**src/rtl/sar_seq_pkg.sv**
```systemverilog
// Shared types and helpers for the SAR phase-sequence clock gate.
// Holds the state encoding, default field widths and the 0->1 length rule.
package sar_seq_pkg;

  localparam int DEF_T_W   = 4;
  localparam int DEF_CYC_W = 4;

  typedef enum logic [2:0] {
    IDLE,
    INIT,
    SAMP,
    COMP,
    UPD,
    DONE
  } state_t;

  // A programmed length of zero behaves exactly like a length of one.
  function automatic int unsigned eff_len(input int unsigned v);
    return (v == 0) ? 1 : v;
  endfunction

endpackage

```
**src/rtl/sar_phase_timer.sv**
```systemverilog
// Loadable down-counter with a zero flag, shared by every phase of the sequence.
// It holds at zero until the next load.
module sar_phase_timer #(
  parameter int W = 4
) (
  input  logic         clk,
  input  logic         rst,
  input  logic         load,
  input  logic [W-1:0] load_val,
  output logic         zero
);

  logic [W-1:0] cnt;

  always_ff @(posedge clk) begin
    if (rst) begin
      cnt <= '0;
    end else if (load) begin
      cnt <= load_val;
    end else if (cnt != '0) begin
      cnt <= cnt - 1'b1;
    end
  end

  assign zero = (cnt == '0);

endmodule

```
**src/rtl/sar_seqgate.sv**
```systemverilog
// SAR conversion sequencer driving flop-based, glitch-free gated phase strobes.
// Config and enables are captured once per conversion at the shadow point.
module sar_seqgate
  import sar_seq_pkg::*;
#(
  parameter int T_W   = DEF_T_W,
  parameter int N_CH  = 1,
  parameter int CYC_W = DEF_CYC_W
) (
  input  logic             clk,
  input  logic             rst,
  input  logic             start,
  input  logic             cont,
  input  logic             stop,
  input  logic [T_W-1:0]   cfg_t_init,
  input  logic [T_W-1:0]   cfg_t_samp,
  input  logic [T_W-1:0]   cfg_t_comp,
  input  logic [T_W-1:0]   cfg_t_upd,
  input  logic [CYC_W-1:0] cfg_n_cyc,
  input  logic             en_init,
  input  logic             en_comp,
  input  logic [N_CH-1:0]  en_samp_p,
  input  logic [N_CH-1:0]  en_samp_n,
  input  logic [N_CH-1:0]  en_update_p,
  input  logic [N_CH-1:0]  en_update_n,
  output logic             clk_init,
  output logic             clk_comp,
  output logic [N_CH-1:0]  clk_samp_p,
  output logic [N_CH-1:0]  clk_samp_n,
  output logic [N_CH-1:0]  clk_update_p,
  output logic [N_CH-1:0]  clk_update_n,
  output logic [CYC_W-1:0] cyc_idx,
  output logic             busy,
  output logic             done
);

  state_t state, next_state;
  logic   shadow;
  logic   cont_q;
  logic   timer_zero;
  logic   timer_load;
  logic [T_W-1:0] load_len;
  logic [T_W-1:0] timer_val;

  // INIT is only ever entered at a shadow edge, so its length and the cycle
  // count are taken straight from the inputs and need no shadow copy.
  logic [T_W-1:0] sh_t_samp, sh_t_comp, sh_t_upd;
  logic           sh_en_init, sh_en_comp;
  logic [N_CH-1:0] sh_samp_p, sh_samp_n, sh_upd_p, sh_upd_n;

  logic            cur_en_init, cur_en_comp;
  logic [N_CH-1:0] cur_samp_p, cur_samp_n, cur_upd_p, cur_upd_n;
  logic [N_CH-1:0] gate_samp_p, gate_samp_n, gate_upd_p, gate_upd_n;

  always_comb begin
    next_state = state;
    shadow     = 1'b0;
    case (state)
      IDLE: if (start) begin
        next_state = INIT;
        shadow     = 1'b1;
      end
      INIT: if (timer_zero) next_state = SAMP;
      SAMP: if (timer_zero) next_state = COMP;
      COMP: if (timer_zero) next_state = UPD;
      UPD:  if (timer_zero) next_state = (cyc_idx == '0) ? DONE : COMP;
      DONE: begin
        if (cont_q && !stop) begin
          next_state = INIT;
          shadow     = 1'b1;
        end else begin
          next_state = IDLE;
        end
      end
      default: next_state = IDLE;
    endcase
  end

  // The timer is reloaded on every state change with the new phase's length.
  always_comb begin
    load_len = '0;
    case (next_state)
      INIT:    load_len = cfg_t_init;
      SAMP:    load_len = sh_t_samp;
      COMP:    load_len = sh_t_comp;
      UPD:     load_len = sh_t_upd;
      default: load_len = '0;
    endcase
  end

  assign timer_load = (next_state != state);
  assign timer_val  = T_W'(eff_len(32'(load_len)) - 1);

  sar_phase_timer #(.W(T_W)) u_timer (
    .clk      (clk),
    .rst      (rst),
    .load     (timer_load),
    .load_val (timer_val),
    .zero     (timer_zero)
  );

  // On the shadow edge the strobe for INIT must already see the new enables.
  assign cur_en_init = shadow ? en_init     : sh_en_init;
  assign cur_en_comp = shadow ? en_comp     : sh_en_comp;
  assign cur_samp_p  = shadow ? en_samp_p   : sh_samp_p;
  assign cur_samp_n  = shadow ? en_samp_n   : sh_samp_n;
  assign cur_upd_p   = shadow ? en_update_p : sh_upd_p;
  assign cur_upd_n   = shadow ? en_update_n : sh_upd_n;

  for (genvar g = 0; g < N_CH; g++) begin : g_ch
    assign gate_samp_p[g] = (next_state == SAMP) & cur_samp_p[g];
    assign gate_samp_n[g] = (next_state == SAMP) & cur_samp_n[g];
    assign gate_upd_p[g]  = (next_state == UPD)  & cur_upd_p[g];
    assign gate_upd_n[g]  = (next_state == UPD)  & cur_upd_n[g];
  end

  always_ff @(posedge clk) begin
    if (rst) begin
      state        <= IDLE;
      cont_q       <= 1'b0;
      cyc_idx      <= '0;
      sh_t_samp    <= '0;
      sh_t_comp    <= '0;
      sh_t_upd     <= '0;
      sh_en_init   <= 1'b0;
      sh_en_comp   <= 1'b0;
      sh_samp_p    <= '0;
      sh_samp_n    <= '0;
      sh_upd_p     <= '0;
      sh_upd_n     <= '0;
      clk_init     <= 1'b0;
      clk_comp     <= 1'b0;
      clk_samp_p   <= '0;
      clk_samp_n   <= '0;
      clk_update_p <= '0;
      clk_update_n <= '0;
      busy         <= 1'b0;
      done         <= 1'b0;
    end else begin
      state <= next_state;
      if (shadow) begin
        cont_q     <= cont & ~stop;
        cyc_idx    <= CYC_W'(eff_len(32'(cfg_n_cyc)) - 1);
        sh_t_samp  <= cfg_t_samp;
        sh_t_comp  <= cfg_t_comp;
        sh_t_upd   <= cfg_t_upd;
        sh_en_init <= en_init;
        sh_en_comp <= en_comp;
        sh_samp_p  <= en_samp_p;
        sh_samp_n  <= en_samp_n;
        sh_upd_p   <= en_update_p;
        sh_upd_n   <= en_update_n;
      end else begin
        if (stop) cont_q <= 1'b0;
        if (state == UPD && next_state == COMP) cyc_idx <= cyc_idx - 1'b1;
      end
      clk_init     <= (next_state == INIT) & cur_en_init;
      clk_comp     <= (next_state == COMP) & cur_en_comp;
      clk_samp_p   <= gate_samp_p;
      clk_samp_n   <= gate_samp_n;
      clk_update_p <= gate_upd_p;
      clk_update_n <= gate_upd_n;
      busy         <= (next_state != IDLE);
      done         <= (next_state == DONE);
    end
  end

endmodule

```
**config.mk**
```make
export PLATFORM = sky130hd
export DESIGN_NAME = sar_seqgate
export DESIGN_NICKNAME = d
export VERILOG_FILES = /design/src/rtl/sar_seq_pkg.sv /design/src/rtl/sar_phase_timer.sv /design/src/rtl/sar_seqgate.sv
export SDC_FILE = /design/constraint.sdc
export NUM_CORES = 1
export LEC_CHECK = 0
export BUFFER_PORTS_ARGS = -buffer_cell sky130_fd_sc_hd__buf_2
export CAP_MARGIN = 5
export CORE_UTILIZATION = 55
export CTS_BUF_LIST = sky130_fd_sc_hd__clkbuf_16
export CTS_CLUSTER_DIAMETER = 30
export DETAILED_ROUTE_END_ITERATION = 10
export MAX_ROUTING_LAYER = met4
export PLACE_DENSITY_LB_ADDON = 0.12
export SETUP_SLACK_MARGIN = 0.2
export SLEW_MARGIN = 20
export SYNTH_ARGS = -nofsm -noshare
export SYNTH_HDL_FRONTEND = slang
export SYNTH_SLANG_ARGS = --single-unit
```
**constraint.sdc**
```tcl
create_clock -name clk -period 5.71 [get_ports clk]
set_clock_uncertainty 0.05 [all_clocks]
set_input_delay 0.571 -clock clk [delete_from_list [all_inputs] [get_ports clk]]
set_output_delay 0.571 -clock clk [all_outputs]
set_load 0.05 [all_outputs]
```
---- Word level (Yosys, flattened, before mapping) ----
Index checks and enable logic that the tools add are counted.
word-level totals
  bits in registers ....................... 38
  input bits .............................. 31
  output and inout port bits .............. 12
  logic and storage cells ................. 83
operators by class
  add/sub/neg operators ................... 4
  equal/unequal tests ..................... 11
  muxes and demuxes ....................... 26
  bitwise logic cells ..................... 8
  reductions and logical operators ........ 13
operators with widths
  cell                                                 count
  two-way mux 4 bit                                    6
  two-way mux 3 bit                                    6
  case mux 3 bit (6 select lines)                      1
  zero test 4 bit                                      4
  case mux 4 bit (4 select lines)                      1
  subtractor 4 x 1 -> 4 bit, second input constant     4
  equality test 3 x 2 -> 1 bit, second input constant  4
  equality test 3 bit, second input constant           4
  two-way mux 1 bit                                    11
  bitwise AND 1 bit                                    7
  equality test 3 x 1 -> 1 bit, second input constant  2
  nonzero test 2 bit                                   3
  nonzero test 4 bit                                   1
  zero test 3 bit                                      1
  != test 3 bit                                        1
  nonzero test 3 bit                                   1
  logical AND 1 bit                                    2
  case mux 1 bit (2 select lines)                      1
  zero test 1 bit                                      1
  NOT 1 bit                                            1

---- Longest topological paths before layout ----
  depth in word-level cells ............... 10
  mapped depth ............................ 11
  gate-level depth less buffers ........... 9

---- Cells and area by module ----
Synthesis repeated with hierarchy kept, for this count alone.
unflattened totals
  cell total of the unflattened synthesis .. 213
  area, all modules ....................... 1803.0 µm²
modules (own cells, without submodules)
  module           times used  cells an instance  area an instance (µm²)  sequential area each (µm²)
  sar_seqgate      1           189                1574.0                  680.7
  sar_phase_timer  1           24                 229.0                   80.1

---- Worst setup path before layout ----
No wires, ideal clock.
  path type ............................... input to register
  start ................................... in start
  end ..................................... reg u_timer.cnt[2]
  setup time .............................. 0.114 ns
  arrival time ............................ 2.554 ns
  required time ........................... 5.546 ns
  slack ................................... 2.992 ns
  stages on the path ...................... 10
  path buffers ............................ 1
  cell sequence ........................... or3b_2 -> a21oi_4 -> a211oi_2 -> buf_6 -> or3_1 -> a311oi_1 -> a2bb2oi_2 -> ha_1 -> xor2_1 -> nor2_1
on the way
  cells in the longest elaborated chain, start to end .. 8
RTL lines
  element                                      RTL line               text
  start, declared                              sar_seqgate.sv:12      input logic start,
  two-way mux 3 bit (*)                        sar_seqgate.sv:59      IDLE: if (start) begin
  case mux 3 bit (6 select lines) (*)          sar_seqgate.sv:58      case (state)
  equality test 3 bit (tied with other cells)  sar_seqgate.sv:82      case (next_state)
  case mux 4 bit (4 select lines)              sar_seqgate.sv:82
  zero test 4 bit                              sar_seq_pkg.sv:19      return (v == 0) ? 1 : v;
  two-way mux 4 bit                            sar_seq_pkg.sv:19
  subtractor 4 x 1 -> 4 bit                    sar_seqgate.sv:92      assign timer_val = T_W'(eff_len(32'(load_len)) - 1);
  two-way mux 4 bit                            sar_phase_timer.sv:18  end else if (load) begin
  end signal, assigned                         sar_phase_timer.sv:19  cnt <= load_val;
  end signal, assigned                         sar_phase_timer.sv:21  cnt <= cnt - 1'b1;
  end, declared                                sar_phase_timer.sv:13  logic [W-1:0] cnt;
Every way passes the cells marked *; elsewhere a longest branch is shown, timed or not.
A chain may end at the register's enable or synchronous reset.

---- Worst setup path after layout ----
  start ................................... reg state[0]
  end ..................................... reg u_timer.cnt[2]
on the way
  cells in the longest elaborated chain, start to end .. 8
RTL lines
  element                                      RTL line               text
  start, declared                              sar_seqgate.sv:37      state_t state, next_state;
  start signal, assigned                       sar_seqgate.sv:140     state <= next_state;
  equality test 3 bit (tied with other cells)  sar_seqgate.sv:58
  case mux 3 bit (6 select lines)              sar_seqgate.sv:58
  equality test 3 bit (tied with other cells)  sar_seqgate.sv:82
  case mux 4 bit (4 select lines)              sar_seqgate.sv:82
  zero test 4 bit                              sar_seq_pkg.sv:19
  two-way mux 4 bit                            sar_seq_pkg.sv:19
  subtractor 4 x 1 -> 4 bit                    sar_seqgate.sv:92
  two-way mux 4 bit                            sar_phase_timer.sv:18
Several ways; a longest one is shown, not always the timed one.

==> run metrics <==
final period demand of the worst path 3360 ps; Worst Max-Slew Pin Slew 885 ps; type of origin of the critical path register; syn_area_per_cell 8.39 um2; Hold Fails Final Rpt 0; gpl congestion 0.840; Worst-Skew Late Latency 280 ps; top cell type by total area after synthesis dfxtp_1; # Max-Cap Violations 0; clk root buf clkbuf_16; die height 59.0 um; Post-CTS Setup Bufs 0; DIE WIDTH 59.0 um; clock slew at reported path FFs 60 ps; crit path DAT 3490 ps; Setup WS post-layout 2350 ps; GRT Overall Usage 25.1%; RSZ-0062 raised after global routing false; dpl ws 2190 ps; vias in the first global route 1439; Worst Path Class, Setup reg2reg; drt initial violations 90; WHS 402 ps; worst min path class reg2reg; ANT nets after route 0; Slew Viols, Final 0; critical path endpoint category register; initial core utilization 58.0%; Die Area 3480 um2; via count 1592; clk sinks 38; largest net degree at the start of global routing 31; flops & latches, synth 38; Syn Nets 246; Fmax achieved 298 MHz; Post-Synthesis Cells 213; hold_buf cts 0; share of cells above drive strength 1 24.4%; vias per cell 5.41; Synth top area share 42.6%; Async S/R FF share, synth 0%; first drt pass iteration count 4; Required @ worst endpoint 5840 ps; count leader, synth nand2_1; Residual DRC 0; H-tree Lvls 2; Core ar. 3080 um2; total power 1.14 mW; Synth top cells by count nand2_1, dfxtp_1, a21oi_1; first-pass GRT wire length 6280 um; highest cell delay on the worst timing path 580 ps; Port Buffer Count 42; Cell variety after synth 50; Post-CTS Resized 0; wire per inst 13.0 um; crit share post-route 58.9%; Fill cells 280; setup violators final 0; Pwr per Cell Area 523 nW/um2; dpl hpwl 2620 um; Crit Path Max Fanout 24; Area Overhead vs Synth 21.6%; Leakage Power 0.942 nW; GRT Residual Overflow 0; DRT Wirelength 3820 um; outcome completed; Slew headroom 41.0%; Mapped Area 1790 um2; Max IR drop VDD 0.250 mV; EDFF count, synth 0; Nets 282; TritonCTS clock tree yes; initial antenna violation count 0; num ports 43; CTS Buf Count 5; deepest clock path buffer count 2; ANT cells 0; Ys Warns 0; register area share after synthesis 42.6%; num rows 20; Setup TNS Final 0 ps; ys flop type dfxtp_1; Synth area leaders dfxtp_1, nand2_1, a21oi_1, nor2_1, mux2i_1; Slowest cell on crit path a21oi_4; Cell Chain, Critical Path or3b_2 > a21oi_4 > a211oi_2 > mux2_1 > a222oi_1 > a2bb2oi_2 > ha_1 > xor2_1 > nor2_1
-- path summary, 6_finish.rpt --
check	startpoint	endpoint	slack, ps	depth (start not counted)
hold reg to reg	sh_en_init	sh_en_init	400	2
hold / removal	sh_en_init	sh_en_init	400	2
setup / recovery	state[0]	u_timer.cnt[2]	2350	9
setup reg to reg	state[0]	u_timer.cnt[2]	2350	9
-- where the power goes --
part	switching (mW)	leakage (nW)	internal (mW)	total (mW)
sequential	0.0441	0.311	0.314	0.358
combinational	0.266	0.539	0.162	0.428
clock	0.103	0.0915	0.248	0.351
total	0.413	0.942	0.724	1.14
-- registers in the layout, summed over array words and instances (netlist names), 3 cells and up --
name	flops
u_timer.cnt	4
cyc_idx	4
state	3
sh_t_upd	4
sh_t_samp	4
sh_t_comp	4
-- metal layers --
metal | wire length (um) | vias up | track usage [%] | share of wire [%]
li1 | - | 817 | - | -
met1 | 1710 | 725 | 30.4 | 45
met2 | 1870 | 43 | 40.9 | 49
met3 | 191 | 7 | 6.77 | 5.0
met4 | 44 | 0 | 7.48 | 1.2
met5 | 0 | - | - | 0
-- layout by cell type, fill, tap and decap left out, types with 3 or more instances in the layout --
cell type,n
nor2_1,19
a21oi_1,23
nand2_1,44
o21ai_0,5
buf_2,42
and2_1,4
and3_1,3
clkbuf_16,5
inv_1,5
mux2i_1,5
nor4_1,4
dfxtp_1,38
xnor2_1,4
-- cell families (layout without fill, tap and decap cells) --
kind of cell,count (synthesis),count (layout),share of synthesized area [%]
xor+xnor,5,5,2.45
compound gates,50,50,19.0
mux,7,7,4.27
buf+inv,18,55,4.83
fa+ha+maj,2,2,1.40
simple gates,93,93,25.4
flops,38,38,42.6
-- per-stage QoR --
step	instance area, um2	std cells	utilization (%)
global placement	1980	286	64.5
CTS	2170	294	70.6
global route	2170	294	70.6
floorplan	1790	213	-
finish	2170	294	70.6
detailed placement	1980	286	64.5
-- layout make-up --
cell class,instances,area (um2),share of cell area [%]
sequential,38,761,35.0
clock inverter,3,63.8,2.94
clock buffer,5,125,5.76
tap,44,55.1,2.53
timing repair buffer,42,210,9.67
inverter,5,18.8,0.864
multi-input combinational,157,940,43.2
-- critical path, delay by kind of cell, from the launching register on --
kind | cells | cell delay [ps]
xor gates and xnor gates | 1 | 150
and+or+nand+nor | 2 | 620
DFF | 1 | 430
AOI/OAI and AO/OA | 4 | 1410
adders and majority gates | 1 | 220
muxes | 1 | 370
Note: power is estimated with default switching activity, not from simulation.
